[config.mk]
export PLATFORM = sky130hd
export DESIGN_NAME = uart_tx_arbiter
export DESIGN_NICKNAME = d
export VERILOG_FILES = /design/src/rtl/uart_tx_arbiter.sv
export SDC_FILE = /design/constraint.sdc
export NUM_CORES = 1
export LEC_CHECK = 0
export BUFFER_PORTS_ARGS = -buffer_cell sky130_fd_sc_hd__buf_2
export CORE_MARGIN = 2
export CORE_UTILIZATION = 52
export DETAILED_ROUTE_END_ITERATION = 10
export GPL_TIMING_DRIVEN = 1
export PLACE_DENSITY_LB_ADDON = 0.12
export SYNTH_ARGS = -nofsm -noshare
export SYNTH_HDL_FRONTEND = slang
export SYNTH_SLANG_ARGS = --single-unit
export TNS_END_PERCENT = 20
[constraint.sdc]
create_clock -name clk -period 4.5 [get_ports clk]
set_input_delay 0.675 -clock clk [delete_from_list [all_inputs] [get_ports clk]]
set_output_delay 0.675 -clock clk [all_outputs]
set_load 0.03 [all_outputs]
[src/rtl/uart_tx_arbiter.sv]
// rtl/uart_tx_arbiter.sv - round-robin arbiter sharing one Uart8 transmitter among byte producers
// Optional tag byte ahead of each payload: define UART_TX_ARB_TAG_EN.
module uart_tx_arbiter #(
    parameter int NUM_REQ       = 4,
    parameter int ID_WIDTH      = 2,
    parameter int START_TIMEOUT = 1024
) (
    input  logic                 clk,
    input  logic                 reset,
    input  logic                 en,
    input  logic [NUM_REQ-1:0]   reqValid,
    input  logic [8*NUM_REQ-1:0] reqData,
    output logic [NUM_REQ-1:0]   reqAck,
    output logic                 uartTxEn,
    output logic                 uartTxStart,
    output logic [7:0]           uartTxIn,
    input  logic                 uartTxBusy,
    input  logic                 uartTxDone,
    output logic                 busy,
    output logic                 sentValid,
    output logic                 sentErr,
    output logic [ID_WIDTH-1:0]  sentId
);

    localparam int CNT_W = $clog2(START_TIMEOUT + 1);
    localparam logic [CNT_W-1:0] CNT_LAST = CNT_W'(START_TIMEOUT - 1);

    localparam logic [2:0] S_IDLE      = 3'd0;
    localparam logic [2:0] S_START     = 3'd1;
    localparam logic [2:0] S_WAIT_DONE = 3'd2;
`ifdef UART_TX_ARB_TAG_EN
    localparam logic [2:0] S_TAG_START = 3'd3;
    localparam logic [2:0] S_TAG_WAIT  = 3'd4;
`endif

    logic [2:0]          state;
    logic [ID_WIDTH-1:0] rr_ptr;
    logic [ID_WIDTH-1:0] hold_id;
    logic [7:0]          hold_data;
    logic [CNT_W-1:0]    cnt;

    logic                grant_any;
    logic [ID_WIDTH-1:0] grant_id;
    logic                grant;
    logic                in_start;
    logic                in_wait;
    logic                timeout_hit;
    logic [ID_WIDTH-1:0] next_rr;
    logic [2:0]          first_state;
    logic [2:0]          wait_state;
    logic [2:0]          after_wait;

    // Scan rr_ptr, rr_ptr+1, ... modulo NUM_REQ; the first valid requester wins.
    always_comb begin
        logic [ID_WIDTH:0] sum;
        sum       = '0;
        grant_any = 1'b0;
        grant_id  = '0;
        for (int i = 0; i < NUM_REQ; i++) begin
            sum = {1'b0, rr_ptr} + (ID_WIDTH+1)'(i);
            if (sum >= (ID_WIDTH+1)'(NUM_REQ)) begin
                sum = sum - (ID_WIDTH+1)'(NUM_REQ);
            end
            if (!grant_any && reqValid[sum[ID_WIDTH-1:0]]) begin
                grant_any = 1'b1;
                grant_id  = sum[ID_WIDTH-1:0];
            end
        end
    end

`ifdef UART_TX_ARB_TAG_EN
    assign in_start    = (state == S_START) || (state == S_TAG_START);
    assign in_wait     = (state == S_WAIT_DONE) || (state == S_TAG_WAIT);
    assign first_state = S_TAG_START;
    assign wait_state  = (state == S_TAG_START) ? S_TAG_WAIT : S_WAIT_DONE;
    assign after_wait  = (state == S_TAG_WAIT) ? S_START : S_IDLE;
    assign uartTxIn    = (state == S_TAG_START) ? (8'hF0 | 8'(hold_id)) : hold_data;
`else
    assign in_start    = (state == S_START);
    assign in_wait     = (state == S_WAIT_DONE);
    assign first_state = S_START;
    assign wait_state  = S_WAIT_DONE;
    assign after_wait  = S_IDLE;
    assign uartTxIn    = hold_data;
`endif

    assign grant       = en && grant_any && (state == S_IDLE);
    assign busy        = (state != S_IDLE);
    assign reqAck      = (grant && !reset) ? (NUM_REQ'(1) << grant_id) : '0;
    // Holding the enable through the whole byte keeps a late en drop from cutting a frame.
    assign uartTxEn    = !reset && (en || busy);
    assign uartTxStart = in_start;
    // Busy rising on the terminal count takes priority, so no error in that cycle.
    assign timeout_hit = in_start && !uartTxBusy && (cnt == CNT_LAST);
    assign sentValid   = (state == S_WAIT_DONE) && uartTxDone;
    assign sentErr     = timeout_hit;
    assign sentId      = hold_id;
    assign next_rr     = (hold_id == ID_WIDTH'(NUM_REQ - 1)) ? '0 : hold_id + 1'b1;

    always_ff @(posedge clk or posedge reset) begin
        if (reset) begin
            state     <= S_IDLE;
            rr_ptr    <= '0;
            hold_id   <= '0;
            hold_data <= '0;
            cnt       <= '0;
        end else if (state == S_IDLE) begin
            if (grant) begin
                hold_data <= reqData[8*grant_id +: 8];
                hold_id   <= grant_id;
                cnt       <= '0;
                state     <= first_state;
            end
        end else if (in_start) begin
            if (uartTxBusy) begin
                state <= wait_state;
                cnt   <= '0;
            end else if (timeout_hit) begin
                state  <= S_IDLE;
                rr_ptr <= next_rr;
                cnt    <= '0;
            end else begin
                cnt <= cnt + 1'b1;
            end
        end else if (in_wait) begin
            if (uartTxDone) begin
                state <= after_wait;
                cnt   <= '0;
                if (after_wait == S_IDLE) begin
                    rr_ptr <= next_rr;
                end
            end
        end else begin
            state <= S_IDLE;
        end
    end

endmodule

# Word level (Yosys, flattened, before mapping)
# Index checks and enable logic that the tools add are counted.
dict set report op_classes {
  add_sub_neg 9
  magnitude_cmp 8
  eq_ne 9
  shifts 2
  n_mux 41
  bitwise 1
  reduce_logical 26
}
# cell n
set op_table {}
lappend op_table {{two-way mux 11 bit} 7}
lappend op_table {{indexed part select 32 x 6 -> 8 bit} 1}
lappend op_table {{two-way mux 2 bit} 14}
lappend op_table {{two-way mux 3 bit} 7}
lappend op_table {{less-than comparator 2 x 3 -> 1 bit (second input constant)} 4}
lappend op_table {{adder 11 x 1 -> 11 bit (second input constant)} 1}
lappend op_table {{equality test 11 x 10 -> 1 bit (second input constant)} 1}
lappend op_table {{logical AND 1 bit} 10}
lappend op_table {{>= comparator 3 bit (second input constant)} 3}
lappend op_table {{nonzero test 3 bit} 3}
lappend op_table {{binary-select mux 1 bit (select 2 bit)} 4}
lappend op_table {{two-way mux 1 bit} 8}
lappend op_table {{inequality test 4 x 3 -> 1 bit (second input constant)} 2}
lappend op_table {{subtractor 2 x 1 -> 2 bit (second input constant)} 4}
lappend op_table {{adder 2 x 2 -> 3 bit (second input constant)} 2}
lappend op_table {{inequality test 2 bit (second input constant)} 3}
lappend op_table {{AND reduction 3 bit} 2}
lappend op_table {{logical NOT 1 bit} 5}
lappend op_table {{AND reduction 5 bit} 1}
lappend op_table {{two-way mux 4 bit} 1}
lappend op_table {{nonzero test 2 bit} 2}
lappend op_table {{left shift 1 x 2 -> 4 bit (first input constant)} 1}
lappend op_table {{adder 2 x 1 -> 3 bit (second input constant)} 1}
lappend op_table {{equality test 3 x 1 -> 1 bit (second input constant)} 1}
lappend op_table {{8 further kinds} 8}
dict set report word_totals {
  ff_bits 26
  input_bits 41
  wordCells 101
}

# Logic depth before layout (Yosys ltp)
# Gate-level depths: netlist of run 1.
dict set report logic_depth {
  word_depth 18
  depth_mapped 6
  ltp_nobuf 6
}

# Least setup slack after synthesis of run 1
# OpenSTA, ideal clock, no wires.
dict set report synth_timing {
  kind {input to output}
  startpoint {input reqValid[0]}
  endpoint {output reqAck[1]}
  arrival_time_ns 2.398
  slack_ns 1.427
  cell_stages 5
  n_path_buf 1
  cell_sequence {nor2b_1 > a2111oi_4 > nor2_2 > buf_6 > nor4_1}
}
dict set report synth_between {
  elab_chain_cells 16
}
# element line_no
set synth_rtl {}
lappend synth_rtl {{from (decl)} 11} ;# input logic [NUM_REQ-1:0] reqValid,
lappend synth_rtl {{binary-select mux 1 bit (select 2 bit)} 64} ;# if (!grant_any && reqValid[sum[ID_WIDTH-1:0]]) begin
lappend synth_rtl {{two-way mux 1 bit (implied by the code)} 64}
lappend synth_rtl {{two-way mux 1 bit} 64}
lappend synth_rtl {{logical NOT 1 bit} 64}
lappend synth_rtl {{logical AND 1 bit} 64}
lappend synth_rtl {{two-way mux 1 bit} 64}
lappend synth_rtl {{logical NOT 1 bit} 64}
lappend synth_rtl {{logical AND 1 bit} 64}
lappend synth_rtl {{two-way mux 1 bit} 64}
lappend synth_rtl {{logical NOT 1 bit} 64}
lappend synth_rtl {{logical AND 1 bit} 64}
lappend synth_rtl {{two-way mux 1 bit} 64}
lappend synth_rtl {{logical AND 1 bit (2 in a row)} 87} ;# assign grant = en && grant_any && (state == S_IDLE);
lappend synth_rtl {{logical AND 1 bit} 89} ;# assign reqAck = (grant && !reset) ? (NUM_REQ'(1) << grant_id) : '0;
lappend synth_rtl {{two-way mux 4 bit (*)} 89}
lappend synth_rtl {{to (decl)} 13} ;# output logic [NUM_REQ-1:0] reqAck,
# Every way passes the cells marked *; elsewhere a longest branch is shown, timed or not. The select of a mux whose other input is x is not followed.

# Worst setup path after layout of run 1
# Ends and elaborated chain as after synthesis.

==> results of run 1 <==
## cell usage after synthesis (3+ instances only)
cell type                  number
sky130_fd_sc_hd__o21ai_0       13
sky130_fd_sc_hd__clkbuf_1       3
sky130_fd_sc_hd__and2_1         8
sky130_fd_sc_hd__mux2_2         9
sky130_fd_sc_hd__nor3_1         4
sky130_fd_sc_hd__a21oi_1        3
sky130_fd_sc_hd__a221o_1        8
sky130_fd_sc_hd__nor2_1        15
sky130_fd_sc_hd__nand2_1       14
sky130_fd_sc_hd__nor4_1         4
sky130_fd_sc_hd__dfrtp_1       25
sky130_fd_sc_hd__o31ai_1        3
sky130_fd_sc_hd__mux2_4         7
sky130_fd_sc_hd__inv_1          7
sky130_fd_sc_hd__nand3_1        5
## worst max-delay path, stage by stage
cell	delay [ps]
sky130_fd_sc_hd__buf_2	120
sky130_fd_sc_hd__nor2b_1	270
sky130_fd_sc_hd__a2111oi_4	80
sky130_fd_sc_hd__nor2_2	800
sky130_fd_sc_hd__nor4_1	110
sky130_fd_sc_hd__buf_2	220
## sequential cells by signal, indices dropped and copies added (netlist names)
register,flops
uartTxIn,8
cnt,11
state,2
rr_ptr,2
sentId,2
## layout make-up
type,count,share of cell area
clock inverters,1,0.00391
multi-input cells,123,0.465
clock buffers,3,0.0117
well taps,31,0.0202
repair buffers,60,0.158
inverters,8,0.0156
flip-flops and latches,25,0.326
## report_power, final
part           switching [mW]  internal [mW]  total, mW
logic                   0.347          0.229      0.577
clock network          0.0701         0.0339      0.104
registers              0.0514          0.289      0.340
total                   0.469          0.552       1.02
## kinds of logic after synthesis
| family | after synthesis |
|---|---|
| muxes | 18 |
| adders and majority gates | 2 |
| AOI/OAI and AO/OA | 41 |
| DFF | 25 |
| and+or+nand+nor | 62 |
| buffers and inverters | 12 |
## stage by stage
step                std cells  instance area [um^2]   util  power (mW)
floorplan                 160                  1570      -       0.776
global placement          247                  1890  0.674       0.895
detailed placement        247                  1890  0.674       0.922
CTS                       251                  1920  0.685        1.03
global route              251                  1920  0.685        1.10
finish                    251                  1920  0.685        1.02
## per-layer routing
layer / GRT usage / vias up / routed length, um
met5: 0 / - / 0
met2: 0.403 / 58 / 1880
met1: 0.289 / 712 / 1630
met3: 0.0328 / 4 / 201
met4: 0.0487 / 0 / 21
li1: - / 709 / -
## final timing paths
path                                       start  depth (start not counted)                       to
max reg2reg                rr_ptr[0]$_DFFE_PP0P_                          5  uartTxIn[0]$_DFFE_PP0P_
max in group asynchronous                  reset                          3  uartTxIn[6]$_DFFE_PP0P_
min in group clk             cnt[10]$_DFFE_PP0P_                          1      cnt[10]$_DFFE_PP0P_
min                                        reset                          3       cnt[9]$_DFFE_PP0P_
min reg2reg                  cnt[10]$_DFFE_PP0P_                          1      cnt[10]$_DFFE_PP0P_
max                                  reqValid[0]                          6                reqAck[1]
==> metrics list, run 1 <==
* Final worst-path setup slack: 1540 ps
* Fmax achieved: 338 MHz
- In the final layout, the share of cells above drive strength 1 is 0.395.
* Ys flop type: sky130_fd_sc_hd__dfrtp_1
* P per Cell Area: 531 nW/um^2
- Yosys printed 0 warnings.
- Final Hold Slack: 467 ps
- Ports: 60
* Area inside the core boundary: 2810 um^2
* H-tree depth: 1
- Setup violations remaining at the end of the flow were counted as 0.
- In this run the clock root is driven by a sky130_fd_sc_hd__clkbuf_4.
- For the worst-skew pair, the clock arrives at the later sink with an insertion delay of 320 ps.
- ANT nets after route: 0
- Ranking of synthesized cells by area: sky130_fd_sc_hd__dfrtp_1 (40%), sky130_fd_sc_hd__mux2_4 (6.7%), sky130_fd_sc_hd__mux2_2 (6.4%), sky130_fd_sc_hd__a221o_1 (5.1%), sky130_fd_sc_hd__o21ai_0 (4.1%)
- Post-CTS Hold Buffers: 0
- After synthesis the cells add up to 1570 um^2.
- CTS sink cnt: 25
- Count of mapped cells out of synthesis: 160
- After synthesis, the share of cell area in mux cells is 0.146.
- No sink is reached through more buffers than the 2 on the longest clock path.
- Wirelength, routed: 3740 um
- In this run the worst path has a maximum fanout of 19.
- The top cell types in the final layout, fill and taps aside, are sky130_fd_sc_hd__buf_2 (59), sky130_fd_sc_hd__dfrtp_1 (25), sky130_fd_sc_hd__nor2_1 (15).
* Via count of the first global-routing pass: 1461
- Worst Setup Start Kind: input port
- Initial antenna violation count: 0
- Global-route total usage across every layer: 0.226
- In the final routed layout, each cell accounts on average for 14.9 um.
- Type of the tightest min-delay check: in -> async
- In the final layout, flip-flops and latches occupy 626 um^2.
* Clk pin slew, worst setup/hold paths: around 150 ps
- Flop-to-flop setup slack: 2050 ps
- For this run, asynchronously set or reset flops after synthesis account for 1.00.
- Arr. time, crit path: around 2300 ps
- STA classifies the critical path endpoint as a primary output.
* Largest net degree at the start of global routing: 26
- After global routing the overflow that remains totals 0.
- I/O Buffers: 59
* Part of the Yosys area used for sequential elements: 0.398
- Floorplan die height: between 50 and 60 um
- Largest family of logic cells by synthesized area: compound AO/OA/AOI/OAI gates
- Across the VDD grid, the largest voltage drop is 0.328 mV.
* Kind of critical path: in -> out
- Multi-input gate area: 895 um^2
- Detailed-router iteration count before antenna repair: 4
* Outcome: complete, no violations
- Initial core utilization: 0.561
* Number of enable flip-flop cells after synthesis: 0
* Worst path required time: around 3800 ps
- Total Die Area: 3480 um^2
- FILL cells: 226
- Detailed routing inserted a total of 1483 vias.
* Setup TNS: 0 ps
* Transition time of the tightest slew-check pin: 1020 ps
- Of the total synthesized cell area, the portion taken by AND, OR, NAND and NOR gates is 0.197.
* Compound-cell area share of the yosys netlist: 0.210
- Final Slew Violations: 0
- Flip-flop and latch count after synthesis: 25
- Width of the chip: 59.0 um
- Total CTS buffers: 3
- Worst Skew: a little over 9 ps
* P_leak: 0.940 nW
* Max_cap viols: 0
- Final-stage net count: 264
* Area growth syn-to-layout: 22.2%
* CTS tree: done
* Placer's final routability congestion estimate: around 0.8
- RSZ-0062 raised after global routing: no
* # resized after CTS: 0
* Ratio of routed vias to standard cells: just under 6
* Adder and majority gate portion of the synthesized area: 0.0159
- Of the total synthesized cell area, the portion taken by XOR and XNOR cells is 0.
- Synthesis produced a netlist with a net count of between 200 and 250.
* Post-CTS Repair Setup Buffers: 0
- Unique cell type count in the Yosys netlist: 39
- First-pass GRT wire length: ~6000 um
- Worst-case headroom to the max-slew limit: 0.317
* Iteration-0 DRC count of the detailed router: 82
- Cell Rows: 19
- Most common library cell in the layout ignoring fill and taps: sky130_fd_sc_hd__buf_2
- 0 antenna diodes ended up in the layout.
- Before CTS, the worst setup slack after placement is 1530 ps.
* Yosys top cell by area: sky130_fd_sc_hd__dfrtp_1
- Shortest period the worst path allows: just under 3000 ps
* Crit share post-route: 0.658
* Synthesized area divided by synthesized cell count: 9.83 um^2
- Fraction of synthesized cell area taken by the top area cell type: 0.398
* Number of hold violations in the final report: 0
* DRC violations left: 0
- The HPWL after detailed placement is 2860 um.
No activity file was read; power rests on OpenSTA's default activity.
==> run 2: changes to the inputs <==
CORE_UTILIZATION = 44   (was 52)
clock period = 2.4 ns   (was 4.5 ns; I/O delays follow)
==> run 2 against run 1 <==
  * First-iteration DRC count shrank 35%
  * Critical endpoint is now sentErr
  * Count of clock-buffer cells in the layout is the same
  * Critical path type is now reg -> out
  * Non-clock buffer count grew 4
==> metrics list, run 2 (synthesized netlist as in run 1, its figures left out) <==
* I/O Buffers: 59 (unchanged)
* Ports: 60 (unchanged)
* CTS max path bufs: 2 (unchanged)
- For the finished layout, the period the worst path requires is around 2300 ps.
* Fin util: 0.593 (was 0.685)
* Maximum fanout encountered on the critical timing path: 7 (was 19)
* Number of hold violations in the final report: 0 (unchanged)
* Detailed-route wire length per cell: 13.1 um (was 14.9 um)
- Worst-skew pair later-pin latency: 330 ps (was 320 ps)
- The cell with the largest stage delay on the worst path was sky130_fd_sc_hd__dfrtp_1 (was sky130_fd_sc_hd__nor2_2).
- The total number of nets in the final design came to 268 (was 264).
* Cell Rows: 21 (was 19)
* Sequential cell area: 628 um^2 (was 626 um^2)
* Final global-route overflow total: 0 (unchanged)
- Crit path to: sentErr (was reqAck[1])
- Width of the chip: 63.8 um (was 59.0 um)
* Half-perimeter wire length of the detailed placement result: 2750 um (was 2860 um)
* Multi-input gate area: 917 um^2 (was 895 um^2)
- Area growth syn-to-layout: 27.8% (was 22.2%)
* Largest net degree at the start of global routing: 26 (unchanged)
- The overall track demand over capacity in global routing was 0.181 (was 0.226).
* Clock root cell: sky130_fd_sc_hd__clkbuf_4 (unchanged)
- Of the available clock period, the critical path in the final layout requires 0.942.
- CTS sink cnt: 25 (unchanged)
* P_leak: 0.960 nW (was 0.940 nW)
- Total Die Area: 4070 um^2 (was 3480 um^2)
- The routability-driven placement congestion ratio came to 0.736 (was 0.810).
* Setup crit end kind: primary output (unchanged)
- The starting utilization of the core area came to 0.464 (was 0.561).
- The family with the most delay on the worst path is simple AND/OR/NAND/NOR gates (unchanged).
* Reg2reg start: rr_ptr[0]$_DFFE_PP0P_ (unchanged)
- Total CTS buffers: 3 (unchanged)
* Outcome: complete, no violations (unchanged)
- The vias per cell was 5.25 (was 5.91).
* H-tree depth: 1 (unchanged)
- The ratio of cells with drive above 1 in the final layout came to 0.429 (was 0.395).
* Final Hold Slack: 125 ps (was 467 ps)
- Max FFs per register: 11 (unchanged)
- Reg-to-reg critical path endpoint: uartTxIn[0]$_DFFE_PP0P_ (unchanged)
- The register with the highest flop count is cnt (unchanged).
- Floorplan die height: 63.8 um (was 59.0 um)
- DRC violations left: 0 (unchanged)
* Type of the tightest min-delay check: in -> async (unchanged)
- The data arrival time at the worst-slack endpoint came to 1900 ps (was 2290 ps).
- Wirelength, routed: 3550 um (was 3740 um)
- The antenna cell count is 0 (unchanged).
* First-pass GRT wire length: 5890 um (was 6080 um)
- Largest incremental delay on the critical path: 460 ps (was 800 ps)
- The required time of the critical path was 2040 ps (was 3830 ps).
- The count of fill cells added during filler insertion was 307 (was 226).
- The final max-slew violation count came to 0 (unchanged).
- Worst-case headroom to the max-slew limit: 0.588 (was 0.317)
- Based on the critical path, the design can be clocked at up to 442 MHz.
* Worst Setup Start Kind: register (was input port)
* Post-CTS Repair Setup Buffers: 0 (unchanged)
* Start point of the critical path: cnt[1]$_DFFE_PP0P_ (was reqValid[0])
- Initial antenna violation count: 0 (unchanged)
* Area inside the core boundary: 3390 um^2 (was 2810 um^2)
* Critical-path cell list: ha_4 -> nand3_2 -> or3_4 -> nor3_2 -> buf_4 (was buf_2 -> nor2b_1 -> a2111oi_4 -> nor2_2 -> nor4_1 -> buf_2)
* Commonest non-fill, non-tap cells in the layout: sky130_fd_sc_hd__buf_2 (58), sky130_fd_sc_hd__dfrtp_1 (23), sky130_fd_sc_hd__nor2_1 (15) (was sky130_fd_sc_hd__buf_2 (59), sky130_fd_sc_hd__dfrtp_1 (25), sky130_fd_sc_hd__nor2_1 (15))
- Flop-to-flop setup slack: 500 ps (was 2050 ps)
* Vias: 1418 (was 1483)
- The category of the most critical setup path is reg -> out (was in -> out).
- The cell area power density was 977 nW/um^2 (was 531 nW/um^2).
- Post-CTS Hold Buffers: 0 (unchanged)
- The total chip power came to 1.96 mW (was 1.02 mW).
- The buffer and inverter count on the worst path was 1 (was 2).
- Detailed-router iteration count before antenna repair: 4 (unchanged)
- Setup TNS: 0 ps (unchanged)
* Most common library cell in the layout ignoring fill and taps: sky130_fd_sc_hd__buf_2 (unchanged)
* Worst Skew: 8.10 ps (was 9.10 ps)
* Number of logic stages on the critical path including buffering: 5 (was 6)
- The first-iteration detailed-routing DRC count is 53 (was 82).
- Transition time of the tightest slew-check pin: 615 ps (was 1020 ps)
- The clock-pin slew of the registers on the worst-case setup and hold paths is 150 ps (about the same).
- The remaining antenna violation count was 0 (unchanged).
- The length in cells of the worst reg-to-reg path is 6 (was 5).
- The max-capacitance violation count was 0 (unchanged).
- The total setup violations reported at the end of the flow is 0 (unchanged).
- The TritonCTS clock tree was done (unchanged).
* Via count of the first global-routing pass: 1356 (was 1461)
* Maximum VDD drop: 0.435 mV (was 0.328 mV)
run 2: cell types whose count changed in the layout (fill, tap and decap cells not counted):
cell	previous run	this run
sky130_fd_sc_hd__ha_4	0	1
sky130_fd_sc_hd__buf_2	59	58
sky130_fd_sc_hd__buf_4	1	5
sky130_fd_sc_hd__ha_1	2	1
sky130_fd_sc_hd__or3_4	0	1
sky130_fd_sc_hd__nand3_2	0	1
sky130_fd_sc_hd__or3_1	2	1
sky130_fd_sc_hd__buf_12	0	1
sky130_fd_sc_hd__dfrtp_2	0	2
sky130_fd_sc_hd__dfrtp_1	25	23
sky130_fd_sc_hd__nand3_1	5	4
run 2: routing by layer:
metal | GRT usage | vias up | share of wire
li1 | - | 726 | -
met1 | 0.241 | 652 | 0.48
met2 | 0.299 | 38 | 0.47
met3 | 0.0264 | 2 | 0.043
met4 | 0.0652 | 0 | 0.0054
met5 | 0 | - | 0
run 2: timing repair:
item	4_1_cts	5_1_grt
gates resized for setup	1	7
pin swaps	0	1
endpoints found under the setup margin	1	3
run 2: tightest hold or removal path, cell delays in order:
cell,delay (ps)
sky130_fd_sc_hd__buf_2,120
sky130_fd_sc_hd__inv_1,70
sky130_fd_sc_hd__buf_4,310
run 2: final cells by class:
| type | instances | share of cell area |
|---|---|---|
| well taps | 46 | 0.0286 |
| flip-flops and latches | 25 | 0.312 |
| multi-input cells | 123 | 0.456 |
| repair buffers | 64 | 0.173 |
| clock inverters | 1 | 0.00373 |
| inverters | 8 | 0.0149 |
| clock buffers | 3 | 0.0112 |
run 2: per-stage QoR:
step                area (um^2)  std cells  setup slack [ps]
CTS                        1990        270              41.2
finish                     2010        270               140
global route               2010        270             -13.6
detailed placement         1950        266               335
global placement           1950        266               400
floorplan                  1570        160             -43.2
run 2: worst min path at each step:
stage	depth (start not counted)	startpoint	slack, ps	end
after global placement	1	cnt[10]$_DFFE_PP0P_	480	cnt[10]$_DFFE_PP0P_
after floorplan	1	reset	400	cnt[0]$_DFFE_PP0P_
final	3	reset	130	state[1]$_DFFE_PP0P_
after CTS	3	reset	130	state[1]$_DFFE_PP0P_
after global routing	3	reset	150	state[1]$_DFFE_PP0P_
after detailed placement	1	cnt[10]$_DFFE_PP0P_	480	cnt[10]$_DFFE_PP0P_
run 2: where the power goes:
group / switching (mW) / total (mW) / leakage, nW / internal, mW
logic: 0.642 / 1.13 / 0.622 / 0.485
clock network: 0.136 / 0.200 / 0.0139 / 0.0637
registers: 0.0934 / 0.638 / 0.324 / 0.544
==> run 3: changes to the inputs <==
CELL_PAD_IN_SITES_DETAIL_PLACEMENT = 0   (was default)
CELL_PAD_IN_SITES_GLOBAL_PLACEMENT = 1   (was default)
CORE_UTILIZATION = 32   (was 44)
==> run 3 against run 2 <==
  * Critical path depth grew 1
  * Non-clock buffer count grew 1
  * Design area grew 1.1%
  * Sequential power is essentially flat
  * Clock skew shrank 6.4 ps
  * Worst hold slack gained 100 ps
  * Setup slack gained 39 ps
  * Maximum frequency grew 1.8%
  * Routed wire length grew 13%
  * First-iteration DRC count grew 49%
  * Power grew 3.3%
  * Largest cell class unchanged
  * Highest routed layer unchanged
==> metrics list, run 3 (synthesized netlist as in run 1, its figures left out) <==
- The area of the die is 5490 um^2 (was 4070 um^2).
- Worst Skew: 1.75 ps (was 8.10 ps)
* Final global-route overflow total: 0 (unchanged)
* Slowest library cell on the worst path: sky130_fd_sc_hd__dfrtp_1 (unchanged)
- Number of hold violations in the final report: 0 (unchanged)
- The number of H-tree levels was 1 (unchanged).
- Wirelength, routed: 4020 um (was 3550 um)
* Commonest non-fill, non-tap cells in the layout: sky130_fd_sc_hd__buf_2 (59), sky130_fd_sc_hd__dfrtp_1 (25), sky130_fd_sc_hd__nor2_1 (15) (was sky130_fd_sc_hd__buf_2 (58), sky130_fd_sc_hd__dfrtp_1 (23), sky130_fd_sc_hd__nor2_1 (15))
- Ports: 60 (unchanged)
* Clk pin slew, worst setup/hold paths: 90 ps (was 150 ps)
- The final max-slew violation count came to 0 (unchanged).
- Fin util: 0.430 (was 0.593)
- The max-capacitance violation count was 0 (unchanged).
- Arr. time, crit path: 1860 ps (was 1900 ps)
- Outcome: complete, no violations (unchanged).
- Type of the tightest min-delay check: in -> async (unchanged)
* Final-stage net count: 269 (was 268)
- The fraction of the cycle the final worst path needs was 0.926 (was 0.942).
* Area inside the core boundary: 4720 um^2 (was 3390 um^2)
- CTS sink cnt: 25 (unchanged)
- Maximum fanout encountered on the critical timing path: 19 (was 7)
- The post-detailed-route DRC marker count came to 0 (unchanged).
* Worst-case headroom to the max-slew limit: 0.548 (was 0.588)
- P_int: 1.14 mW (was 1.09 mW)
- Largest net degree at the start of global routing: 26 (unchanged)
* Clock root cell: sky130_fd_sc_hd__clkbuf_8 (was sky130_fd_sc_hd__clkbuf_4)
- Antenna diode count: 0 (unchanged)
- The transition time of the tightest slew-check pin came to 675 ps (was 615 ps).
- The first-iteration detailed-routing DRC count is 79 (was 53).
* Critical-path cell list: o21ai_0 -> a221oi_2 -> nor2_2 -> buf_12 -> nor4_1 -> buf_2 (was ha_4 -> nand3_2 -> or3_4 -> nor3_2 -> buf_4)
- The buffer and inverter count on the worst path was 2 (was 1).
* Most flop-heavy register: cnt (unchanged)
- Ratio of routed vias to standard cells: 5.04 (was 5.25)
- Detailed-route wire length per cell: 13.8 um (was 13.1 um)
- Fmax achieved: 450 MHz (was 442 MHz)
* Post-CTS Hold Buffers: 0 (unchanged)
- The required time of the critical path was 2040 ps (about the same).
- Setup TNS: 0 ps (unchanged)
* Detailed-router iteration count before antenna repair: 4 (unchanged)
- The number of rows created at floorplan is 25 (was 21).
- The number of flip-flops in the largest register came to 11 (unchanged).
- Setup repair after global routing left no endpoint under its margin.
- The HPWL after detailed placement is 3140 um (was 2750 um).
- Combinational cell fraction of total power: 0.562 (was 0.574)
* Vias: 1473 (was 1418)
* Final Setup Violations: 0 (unchanged)
* Fraction of layout instances using a drive strength above 1: 0.404 (was 0.429)
* Maximum VDD drop: 0.400 mV (was 0.435 mV)
- The total clock buffers created by CTS is 3 (unchanged).
* Worst Setup Start Kind: register (unchanged)
* Worst-skew pair later-pin latency: 260 ps (was 330 ps)
* FILL cells: 479 (was 307)
* Kind of critical path: reg -> out (unchanged)
* Initial antenna violation count: 0 (unchanged)
- Family of cells with the greatest summed delay on the critical path: flip-flops (was simple AND/OR/NAND/NOR gates)
* Sw power: 0.887 mW (was 0.871 mW)
* Area growth syn-to-layout: 29.2% (was 27.8%)
- The number of global-route vias before repair is 1450 (was 1356).
- Width of the chip: 74.1 um (was 63.8 um)
- Sequential cell area: 626 um^2 (was 628 um^2)
* # resized after CTS: 0 (was 1)
* Placer's final routability congestion estimate: 0.836 (was 0.736)
- The total chip power came to 2.03 mW (was 1.96 mW).
- The cell area power density was 998 nW/um^2 (was 977 nW/um^2).
- Share of total power consumed by net switching: 0.437 (was 0.443)
* Sequential share of power: 0.315 (was 0.325)
- The clock network fraction of design power is 0.124 (was 0.102).
- Setup crit end kind: primary output (unchanged)
* CTS tree: done (unchanged)
* Largest incremental delay on the critical path: 460 ps (about the same)
- The overall track demand over capacity in global routing came to 0.147 (was 0.181).
- I/O Buffers: 59 (unchanged)
- The minimum clock period was 2220 ps (was 2260 ps).
- The starting utilization of the core area is 0.333 (was 0.464).
- The post-CTS setup repair buffer count was 0 (unchanged).
- CTS max path bufs: 2 (unchanged)
- Most common library cell in the layout ignoring fill and taps: sky130_fd_sc_hd__buf_2 (unchanged)
- ANT nets after route: 0 (unchanged)
* Multi-input gate area: 895 um^2 (was 917 um^2)
- The reported leakage power was 0.977 nW (was 0.960 nW).
* First-pass GRT wire length: 6310 um (was 5890 um)
- The chip height is 74.1 um (was 63.8 um).
[run 3: cell type report]
cell class,count,area share
multi-input cells,123,0.440
flip-flops and latches,25,0.308
repair buffers,65,0.174
well taps,67,0.0413
clock buffers,4,0.0222
inverters,8,0.0148
[run 3: layer usage]
layer | routed length [um] | vias up | GRT usage
met5 | 0 | - | 0
met4 | 26 | 0 | 0.0384
met3 | 171 | 2 | 0.0339
met2 | 2050 | 27 | 0.258
met1 | 1770 | 720 | 0.181
li1 | - | 724 | -
[run 3: worst register-to-register path, cell delays in order (launching register included)]
cell and delay, ps:
sky130_fd_sc_hd__dfrtp_1 410, sky130_fd_sc_hd__nor2b_1 240, sky130_fd_sc_hd__a2111oi_4 80, sky130_fd_sc_hd__nor2_2 160, sky130_fd_sc_hd__buf_12 180, sky130_fd_sc_hd__mux2_2 360, sky130_fd_sc_hd__a221o_1 360
[run 3: path summary, 6_finish.rpt]
kind / start / endpoint / slack [ps] / cells after the start
max reg2reg: rr_ptr[0]$_DFFE_PP0P_ / uartTxIn[4]$_DFFE_PP0P_ / 500 / 6
max in group asynchronous: reset / cnt[9]$_DFFE_PP0P_ / 1910 / 3
max: rr_ptr[1]$_DFFE_PP0P_ / reqAck[1] / 180 / 6
min: reset / state[1]$_DFFE_PP0P_ / 230 / 3
min in group clk: uartTxDone / state[1]$_DFFE_PP0P_ / 280 / 2
min reg2reg: cnt[10]$_DFFE_PP0P_ / cnt[10]$_DFFE_PP0P_ / 510 / 1
[run 3: metrics by stage]
step,area [um^2],setup WS (ps),hold WS [ps],cells
2_1_floorplan,1570,-43.2,396,160
3_3_place_gp,1990,389,462,288
3_5_place_dp,1990,345,492,288
4_1_cts,2030,151,237,292
5_1_grt,2030,56.4,245,292
6_report,2030,179,225,292
[run 3: power groups by stage]
stage / Combinational [mW] / Sequential (mW) / Clock [mW]
6_report: 1.14 / 0.638 / 0.251
5_1_grt: 1.24 / 0.656 / 0.290
4_1_cts: 1.15 / 0.638 / 0.265
3_5_place_dp: 1.15 / 0.646 / 0
3_3_place_gp: 1.12 / 0.640 / 0
2_1_floorplan: 0.672 / 0.783 / 0
